## src/rtl/barrel_shift_pkg.sv

```systemverilog
// Shared types and helpers for the pipelined barrel shifter.
//   shift_op_t : per-beat operation select (ROT, LOGIC, ARITH, RSVD)
//   DIR_LEFT / DIR_RIGHT : direction encodings
//   W(n)       : data width for a log2 width of n
package barrel_shift_pkg;

    typedef enum logic [1:0] {
        ROT   = 2'b00,
        LOGIC = 2'b01,
        ARITH = 2'b10,
        RSVD  = 2'b11
    } shift_op_t;

    localparam logic DIR_LEFT  = 1'b0;
    localparam logic DIR_RIGHT = 1'b1;

    function automatic int W(input int n);
        return 2 ** n;
    endfunction

endpackage

```

## src/rtl/barrel_shift_stage.sv

```systemverilog
// One combinational step of the barrel shifter: conditionally shifts or
// rotates by 2**(I-1).
//   in_data  : operand entering this step
//   en       : amount bit I-1; when low the operand passes through
//   dir      : DIR_LEFT / DIR_RIGHT
//   op       : shift_op_t; RSVD behaves as LOGIC
//   sign     : MSB of the original operand, used as arithmetic fill
//   out_data : result of this step
module barrel_shift_stage
    import barrel_shift_pkg::*;
#(
    parameter int N = 3,
    parameter int I = 1
) (
    input  logic [W(N)-1:0] in_data,
    input  logic            en,
    input  logic            dir,
    input  shift_op_t       op,
    input  logic            sign,
    output logic [W(N)-1:0] out_data
);

    localparam int DW = W(N);
    localparam int D  = 2 ** (I - 1);

    always_comb begin
        out_data = in_data;
        if (en) begin
            if (op == ROT) begin
                out_data = (dir == DIR_RIGHT) ? ((in_data >> D) | (in_data << (DW - D)))
                                              : ((in_data << D) | (in_data >> (DW - D)));
            end else if (op == ARITH && dir == DIR_RIGHT) begin
                // Fill from the carried original MSB, not the current one,
                // so every step extends the same sign.
                out_data = (in_data >> D) | ({DW{sign}} << (DW - D));
            end else begin
                out_data = (dir == DIR_RIGHT) ? (in_data >> D) : (in_data << D);
            end
        end
    end

endmodule

```

## src/rtl/barrel_shift_pipe.sv

```systemverilog
// Pipelined barrel shifter with valid/ready streaming and bubble collapsing.
// Stage i applies the 2**(i-1) step; control and tag ride with the beat.
//   clk, reset            : clock, synchronous active-high reset
//   in_valid/in_ready     : input handshake
//   in_data, in_amt       : operand and distance (0..W-1)
//   in_dir, in_op, in_tag : direction, shift_op_t, sideband tag
//   out_valid/out_ready   : output handshake
//   out_data, out_tag     : registered result and its tag
module barrel_shift_pipe
    import barrel_shift_pkg::*;
#(
    parameter int N     = 3,
    parameter int TAG_W = 4
) (
    input  logic             clk,
    input  logic             reset,
    input  logic             in_valid,
    output logic             in_ready,
    input  logic [W(N)-1:0]  in_data,
    input  logic [N-1:0]     in_amt,
    input  logic             in_dir,
    input  logic [1:0]       in_op,
    input  logic [TAG_W-1:0] in_tag,
    output logic             out_valid,
    input  logic             out_ready,
    output logic [W(N)-1:0]  out_data,
    output logic [TAG_W-1:0] out_tag
);

    localparam int DW = W(N);

    typedef struct packed {
        logic [DW-1:0]    data;
        logic [N-1:0]     amt;
        logic             dir;
        shift_op_t        op;
        logic             sign;
        logic [TAG_W-1:0] tag;
    } beat_t;

    beat_t         in_beat;
    beat_t         stg_in  [1:N];
    beat_t         nxt     [1:N];
    beat_t         pipe_q  [1:N];
    logic [DW-1:0] shifted [1:N];
    logic [N:1]    vld_pipe;
    logic [N:1]    stg_vld;
    logic [N:1]    rdy;

    always_comb begin
        in_beat      = '0;
        in_beat.data = in_data;
        in_beat.amt  = in_amt;
        in_beat.dir  = in_dir;
        in_beat.op   = shift_op_t'(in_op);
        in_beat.sign = in_data[DW-1];
        in_beat.tag  = in_tag;
    end

    always_comb begin
        stg_in[1]  = in_beat;
        stg_vld[1] = in_valid;
        for (int i = 2; i <= N; i++) begin
            stg_in[i]  = pipe_q[i-1];
            stg_vld[i] = vld_pipe[i-1];
        end
    end

    // ready_i = !valid_i || ready_(i+1), flattened: a stage is blocked only
    // when it and every stage below it are full and the sink stalls.
    always_comb begin
        logic full;
        full = 1'b1;
        rdy  = '0;
        for (int i = N; i >= 1; i--) begin
            full   = full & vld_pipe[i];
            rdy[i] = !full || out_ready;
        end
    end

    for (genvar g = 1; g <= N; g++) begin : g_stage
        barrel_shift_stage #(.N(N), .I(g)) u_stage (
            .in_data  (stg_in[g].data),
            .en       (stg_in[g].amt[g-1]),
            .dir      (stg_in[g].dir),
            .op       (stg_in[g].op),
            .sign     (stg_in[g].sign),
            .out_data (shifted[g])
        );
    end

    always_comb begin
        for (int i = 1; i <= N; i++) begin
            nxt[i]      = stg_in[i];
            nxt[i].data = shifted[i];
        end
    end

    always_ff @(posedge clk) begin
        if (reset) begin
            vld_pipe <= '0;
            for (int i = 1; i <= N; i++) pipe_q[i] <= '0;
        end else begin
            for (int i = 1; i <= N; i++) begin
                // A ready stage takes whatever is upstream, so an empty
                // upstream slot turns into a bubble here.
                if (rdy[i]) begin
                    vld_pipe[i] <= stg_vld[i];
                    if (stg_vld[i]) pipe_q[i] <= nxt[i];
                end
            end
        end
    end

    assign in_ready  = rdy[1] && !reset;
    assign out_valid = vld_pipe[N];
    assign out_data  = pipe_q[N].data;
    assign out_tag   = pipe_q[N].tag;

endmodule

```

## config.mk

```make
export PLATFORM = sky130hd
export DESIGN_NAME = barrel_shift_pipe
export DESIGN_NICKNAME = d
export VERILOG_FILES = /design/src/rtl/barrel_shift_pkg.sv /design/src/rtl/barrel_shift_stage.sv /design/src/rtl/barrel_shift_pipe.sv
export SDC_FILE = /design/constraint.sdc
export NUM_CORES = 1
export LEC_CHECK = 0
export CAP_MARGIN = 5
export CORE_AREA = 2 2 73 75
export CTS_BUF_LIST = sky130_fd_sc_hd__clkbuf_2 sky130_fd_sc_hd__clkbuf_4 sky130_fd_sc_hd__clkbuf_8
export DETAILED_ROUTE_END_ITERATION = 8
export DIE_AREA = 0 0 75 77
export PLACE_DENSITY = 0.75
export SYNTH_ARGS = -nofsm -noshare
export SYNTH_HDL_FRONTEND = slang
export SYNTH_SLANG_ARGS = --single-unit
```

## constraint.sdc

```tcl
create_clock -name clk -period 1.7 [get_ports clk]
set_clock_uncertainty 0.2 [all_clocks]
set_input_delay 0.34 -clock clk [delete_from_list [all_inputs] [get_ports clk]]
set_output_delay 0.34 -clock clk [all_outputs]
set_load 0.02 [all_outputs]
```

==> flow_summary_export.csv, run 1 <==
group,metric,value,unit
global_routing,grt_max_degree,19,
power,ir_worst_vdd,0.3585,mV
yosys,synth_cells,191,
yosys,yosysMostFrequentCell,"edfxtp_1",
layout,drive_above_1_share,15.51,%
yosys,synthTopCellsByArea,"edfxtp_1 59%, a211oi_1 5.0%, mux2i_1 4.2%",
worst_setup_path,crit_chain,"clkdlybuf4s50_1 -> buf_6 -> nor2b_1 -> buf_4 -> and3_1 -> o2bb2ai_1",
place,io_buffers,35,
yosys,synth_area_leader_cell,"edfxtp_1",
power,p_per_area,818.8,nW/µm²
layout,area_growth,27.50,%
global_routing,antenna_found_initial,0,
min_path,worstHoldStart,"pipe_q[0][41]",
routing,drc,0,
global_routing,grt_pass1_wl,6.182,mm
routing,drt-total-wl,3.634,mm
floorplan,start_util,47.99,%
floorplan,core_region_area,4977,µm²
worst_setup_path,r2r_slack,150,ps
routing,vias_per_cell,5.013,
clock_tree,clk_latency,290,ps
yosys,synth-edff-count,47,
routing,ant_nets,0,
global_routing,use_met2,23.25,%
worst_setup_path,crit_path_end_kind,"register",
yosys,mappedNetlistNets,213,
power,clkPwrFrac,28.4,%
layout,layout.nets,266,
worst_setup_path,critPathMaxFanout,12,
timing,hold_violations,0,
timing,fin_setup_tns,0,ps
power,seqPwrFrac,59.0,%
run,drv_cap,0,
global_routing,busiest_layer,"met2",
yosys,synth.ff_latch_count,50,
layout,diodes,0,
worst_setup_path,critPathTopFamily,"buffers and inverters",
timing,max_slew.worst_pin.slew,435.0,ps
clock_tree,cts_buffers,5,
worst_setup_path,max_stage_delay,500,ps
min_path,worst_hold_path.num_cells,1,
clock_tree,cts.reportedPaths.clkPinSlew,80,ps
yosys,yosysUniqueCellTypes,33,
yosys,synth_ff_type,"edfxtp_1",
routing,drt_iter0_markers,91,
worst_setup_path,r2r_cells,5,
global_routing,groute.usage.overall,13.80,%
place,place_ws,-613.5,ps
routing,wl_per_cell,11.54,µm
worst_setup_path,critPathLaunchType,"primary input",
global_routing,grtUsageMet3,3.942,%
yosys,synth-seq-area-share,61.60,%
yosys,syn_area,2389,µm²
timing,finalCritPeriodShare,96.70,%
routing,num_vias,1579,
yosys,syn_avg_cell_area,12.51,µm²
yosys,synth_common_cells,"47 x edfxtp_1, 26 x nor2_1, 16 x a211oi_1, 15 x and2_1",
yosys,yosysTopAreaCellShare,59.09,%
place,dp_hpwl,2.720,mm
timing,slew_violations,0,
timing,hold_ws,323.3,ps
clock_tree,cts_tree,"yes",
worst_setup_path,crit_buf_inv,3,
power,switching_share,21.62,%
worst_setup_path,reg2reg_from,"vld_pipe[1]",
timing,relSlewSlack,71.00,%
layout,utilization,61.19,%
place,place_congestion,0.7860,
floorplan,dieArea,5775,µm²
yosys,yosys_warnings,0,
timing,worst_slack,56.17,ps
yosys,synthArstFlopShare,0,%
power,p_int,1.954,mW
outcome,status,"complete, no violations",
worst_setup_path,critPathArrivalTime,1490,ps
global_routing,grt_pass1_vias,1450,
floorplan,die_w,75,µm
power,p_sw,0.5390,mW
global_routing,grt_remaining_overflow,0,
worst_setup_path,reg2reg_to,"pipe_q[0][37]",
timing,period_needed,1644,ps
timing,rsz0062_at_grt,"false",
floorplan,ios,36,
global_routing,grt_use_met1,16.33,%
floorplan,fp.dieH,77,µm
routing,firstDrtPassIters,4,
layout,fin_cells,315,
place,placed_cells,304,
clock_tree,root_buffer,"clkbuf_8",
worst_setup_path,critPathKind,"in2reg",
min_path,min_to,"pipe_q[0][60]",
timing,fmax,608.3,MHz
clock_tree,h-tree-depth,2,
clock_tree,clock_path_buffers,2,
worst_setup_path,critPathRequiredTime,1540,ps
power,power_frac_comb,12.6,%
power,leakage,1.190,nW
worst_setup_path,cpMaxStageDelayCell,"clkdlybuf4s50_1",
clock_tree,cts_sinks,50,
floorplan,core.rowCount,26,
timing,finalSetupViolations,0,
min_path,worstHoldPathType,"reg2reg",
[worst max-delay path by stage]
stage                            from             to  depth (start not counted)
final                           reset  pipe_q[0][37]                          6
after global routing            reset  pipe_q[0][37]                          6
after CTS                       reset  pipe_q[0][31]                          6
after detailed placement    out_ready       in_ready                          4
after global placement      out_ready       in_ready                          4
after floorplan           vld_pipe[3]  pipe_q[0][19]                          3
[what timing repair did]
action / in CTS / in global routing
gates resized for setup: 19 / 3
hold buffers: 0 / 0
buffers inserted: 0 / 3
setup endpoints to repair: 14 / 9
[worst register-to-register path: stages (launching register included)]
cell	delay, ps
dfxtp_1	330
buf_4	140
nand4b_1	140
buf_4	200
and3_1	180
o2bb2ai_1	120
[layout make-up]
cell class	count	area, µm²
fill	407	1932
sequential	50	1471
tap	70	87.58
timing repair buffer	55	523.0
inverter	1	3.754
multi-input combinational	131	862.1
clock buffer	8	97.59
[stage by stage]
step,cell area (µm²),total power [mW]
after CTS,3015,2.512
after floorplan,2390,1.662
after global placement,2938,1.813
after global routing,3045,2.601
final,3045,2.494
after detailed placement,2938,1.822
[routing by layer]
| metal | routed length (µm) | vias up |
|---|---|---|
| li1 | - | 823 |
| met3 | 131 | 4 |
| met1 | 1593 | 720 |
| met2 | 1862 | 32 |
| met5 | 0 | - |
| met4 | 46 | 0 |
[state kept, by name (all words and copies together) (netlist names)]
name / flops
pipe_q: 47
vld_pipe: 3
[power groups by stage]
stage | clock [mW] | combinational [mW] | sequential (mW)
after floorplan | 0 | 0.153 | 1.51
after global placement | 0 | 0.317 | 1.50
after detailed placement | 0 | 0.322 | 1.50
after CTS | 0.731 | 0.310 | 1.47
after global routing | 0.773 | 0.348 | 1.48
final | 0.708 | 0.314 | 1.47
[cell families (layout without fill, tap and decap cells)]
kind of cell	after synthesis	in the layout	synth area share, %
multiplexers	10	10	4.191
flip-flops	50	50	61.60
AND/OR/NAND/NOR	87	87	21.69
AO/OA/AOI/OAI	34	34	10.06
buffers and inverters	10	64	2.461
[cell usage in the layout, fill, tap and decap left out, types with 5 or more instances in the layout]
cell / n
clkdlybuf4s50_1: 20
nand2b_1: 7
nand2_1: 5
and2_1: 15
clkbuf_8: 6
a21oi_1: 8
a211oi_1: 16
nor2_1: 26
and3_1: 10
nand3_1: 7
edfxtp_1: 47
mux2i_1: 10
buf_4: 17
dlygate4sd2_1: 13
No activity file was read; power rests on OpenSTA's default activity.
==> inputs of run 2 (changes only) <==
CELL_PAD_IN_SITES_DETAIL_PLACEMENT = 1   (was not set)
CELL_PAD_IN_SITES_GLOBAL_PLACEMENT = 1   (was not set)
CORE_AREA = 2 2 81 83   (was 2 2 73 75)
DIE_AREA = 0 0 83 85   (was 0 0 75 77)
PLACE_DENSITY = not set   (was 0.75)
PLACE_DENSITY_LB_ADDON = 0.1   (was not set)
==> run 2 against run 1 <==
Compared with the run above: utilization is 12 points lower; via count is 3.2% higher; setup slack worse by 31 ps; sequential power hardly changed; largest cell class unchanged; largest power group unchanged; wire length is 21% higher; register-to-register slack worse by 90 ps; hold slack better by 4.4 ps; cell count is 2.2% higher; combinational power is 4% higher.
==> flow_summary_export.csv, run 2 (synthesis gave the netlist of run 1 again) <==
group,metric,value,unit
outcome,status,"complete, no violations",
clock_tree,clock_path_buffers,2,
timing,hold_ws,327.6,ps
power,leakage,1.191,nW
power,p_per_area,799.3,nW/µm²
layout,drive_above_1_share,16.73,%
floorplan,start_util,38.50,%
clock_tree,cts.reportedPaths.clkPinSlew,90,ps
worst_setup_path,critPathArrivalTime,1520,ps
power,finalPower,2.462,mW
layout,multi_input_area,887.1,µm²
worst_setup_path,critPathRequiredTime,1550,ps
routing,num_vias,1630,
worst_setup_path,critPathMaxFanout,12,
clock_tree,cts_tree,"yes",
min_path,worstHoldPathType,"reg2reg",
layout,layout.nets,266,
floorplan,core.rowCount,29,
clock_tree,cts_sinks,50,
run,drv_cap,0,
timing,worst_slack,25.41,ps
layout,diodes,0,
global_routing,grt_pass1_vias,1658,
worst_setup_path,critPathKind,"in2reg",
place,io_buffers,35,
timing,finalCritPeriodShare,98.51,%
layout,fillers,663,
timing,max_slew.worst_pin.slew,415.2,ps
timing,rsz0062_at_grt,"false",
routing,firstDrtPassIters,4,
timing,hold_violations,0,
place,place_ws,-630.3,ps
global_routing,grt_remaining_overflow,0,
routing,drt-total-wl,4.410,mm
floorplan,die_w,83,µm
layout,final_cell_mix,"47 x edfxtp_1, 26 x nor2_1, 20 x clkdlybuf4s50_1, 15 x and2_1, 14 x dlygate4sd2_1",
global_routing,grt_pass1_wl,7.665,mm
place,dp_hpwl,3.424,mm
timing,slew_violations,0,
worst_setup_path,max_stage_delay,500,ps
routing,wl_per_cell,13.70,µm
layout,largest_reg_flops,47,
layout,area_growth,28.97,%
clock_tree,root_buffer,"clkbuf_8",
routing,drt_iter0_markers,54,
worst_setup_path,crit_chain,"clkdlybuf4s50_1 -> buf_6 -> nor2b_1 -> buf_4 -> and3_1 -> o2bb2ai_1",
routing,drc,0,
clock_tree,h-tree-depth,2,
timing,fmax,597.2,MHz
global_routing,groute.usage.overall,13.46,%
clock_tree,clk_latency,300,ps
clock_tree,hold_buffers,0,
layout,final_common_cell,"edfxtp_1",
global_routing,grt_max_degree,19,
timing,finalSetupViolations,0,
worst_setup_path,crit_path_end_kind,"register",
clock_tree,cts_buffers,5,
layout,utilization,49.65,%
place,place_congestion,0.7595,
routing,ant_nets,0,
layout,seqCellArea,1471,µm²
worst_setup_path,cpMaxStageDelayCell,"clkdlybuf4s50_1",
floorplan,ios,36,
global_routing,antenna_found_initial,0,
power,ir_worst_vdd,0.3769,mV
routing,vias_per_cell,5.062,
floorplan,dieArea,7055,µm²
layout,regMostFlops,"pipe_q",
layout,top_regs,"pipe_q x47, vld_pipe x3",
floorplan,core_region_area,6205,µm²
timing,period_needed,1675,ps
timing,relSlewSlack,72.32,%
worst_setup_path,critPathLaunchType,"primary input",
floorplan,fp.dieH,85,µm
[run 2: metal layers]
layer  vias up  share of wire [%]  global-route usage (%)
li1        822                  -                       -
met1       771                 41                   14.75
met2        32                 55                   25.00
met3         5                3.0                   3.599
met4         0                1.6                   4.918
met5         -                  0                       0
[run 2: stage by stage]
stage / cells / cell area [µm²] / setup TNS, ps
final: 322 / 3080 / 0
after global routing: 322 / 3080 / 0
after CTS: 322 / 3080 / 0
after detailed placement: 310 / 2952 / -19810
after global placement: 310 / 2952 / -16850
after floorplan: 191 / 2390 / 0
[run 2: worst paths after layout]
check	slack (ps)	from	end	cells after the start
setup / recovery	30	reset	pipe_q[0][37]	6
hold / removal	330	pipe_q[0][39]	pipe_q[0][58]	1
setup reg to reg	60	vld_pipe[1]	pipe_q[0][37]	5
hold reg to reg	330	pipe_q[0][39]	pipe_q[0][58]	1
[run 2: area by class of cell]
class	instances	area share, %
inverter	1	0.1219
timing repair buffer	55	17.26
multi-input combinational	131	28.80
clock inverter	3	0.6905
sequential	50	47.77
tap	77	3.128
clock buffer	5	2.234
[run 2: power by group]
part / leakage, nW / switching [mW] / internal [mW] / total [mW]
Combinational: 0.615 / 0.163 / 0.166 / 0.328
Clock: 0.0441 / 0.373 / 0.289 / 0.663
Sequential: 0.531 / 0.0448 / 1.43 / 1.47
[run 2: critical path: cells and delay by family]
kind                   cells  cell delay [ps]
and+or+nand+nor            2              260
AOI/OAI and AO/OA          1              130
buffers and inverters      3              800
[run 2: what timing repair did]
action / in CTS / in global routing
endpoints found under the setup margin: 22 / 0
buffers inserted: 4 / 0
resized for setup: 26 / 0
==> inputs of run 3 (changes only) <==
CTS_CLUSTER_SIZE = 16   (was not set)
==> results of run 3 <==
Final layout, timing and power as in run 2 (identical DEF).
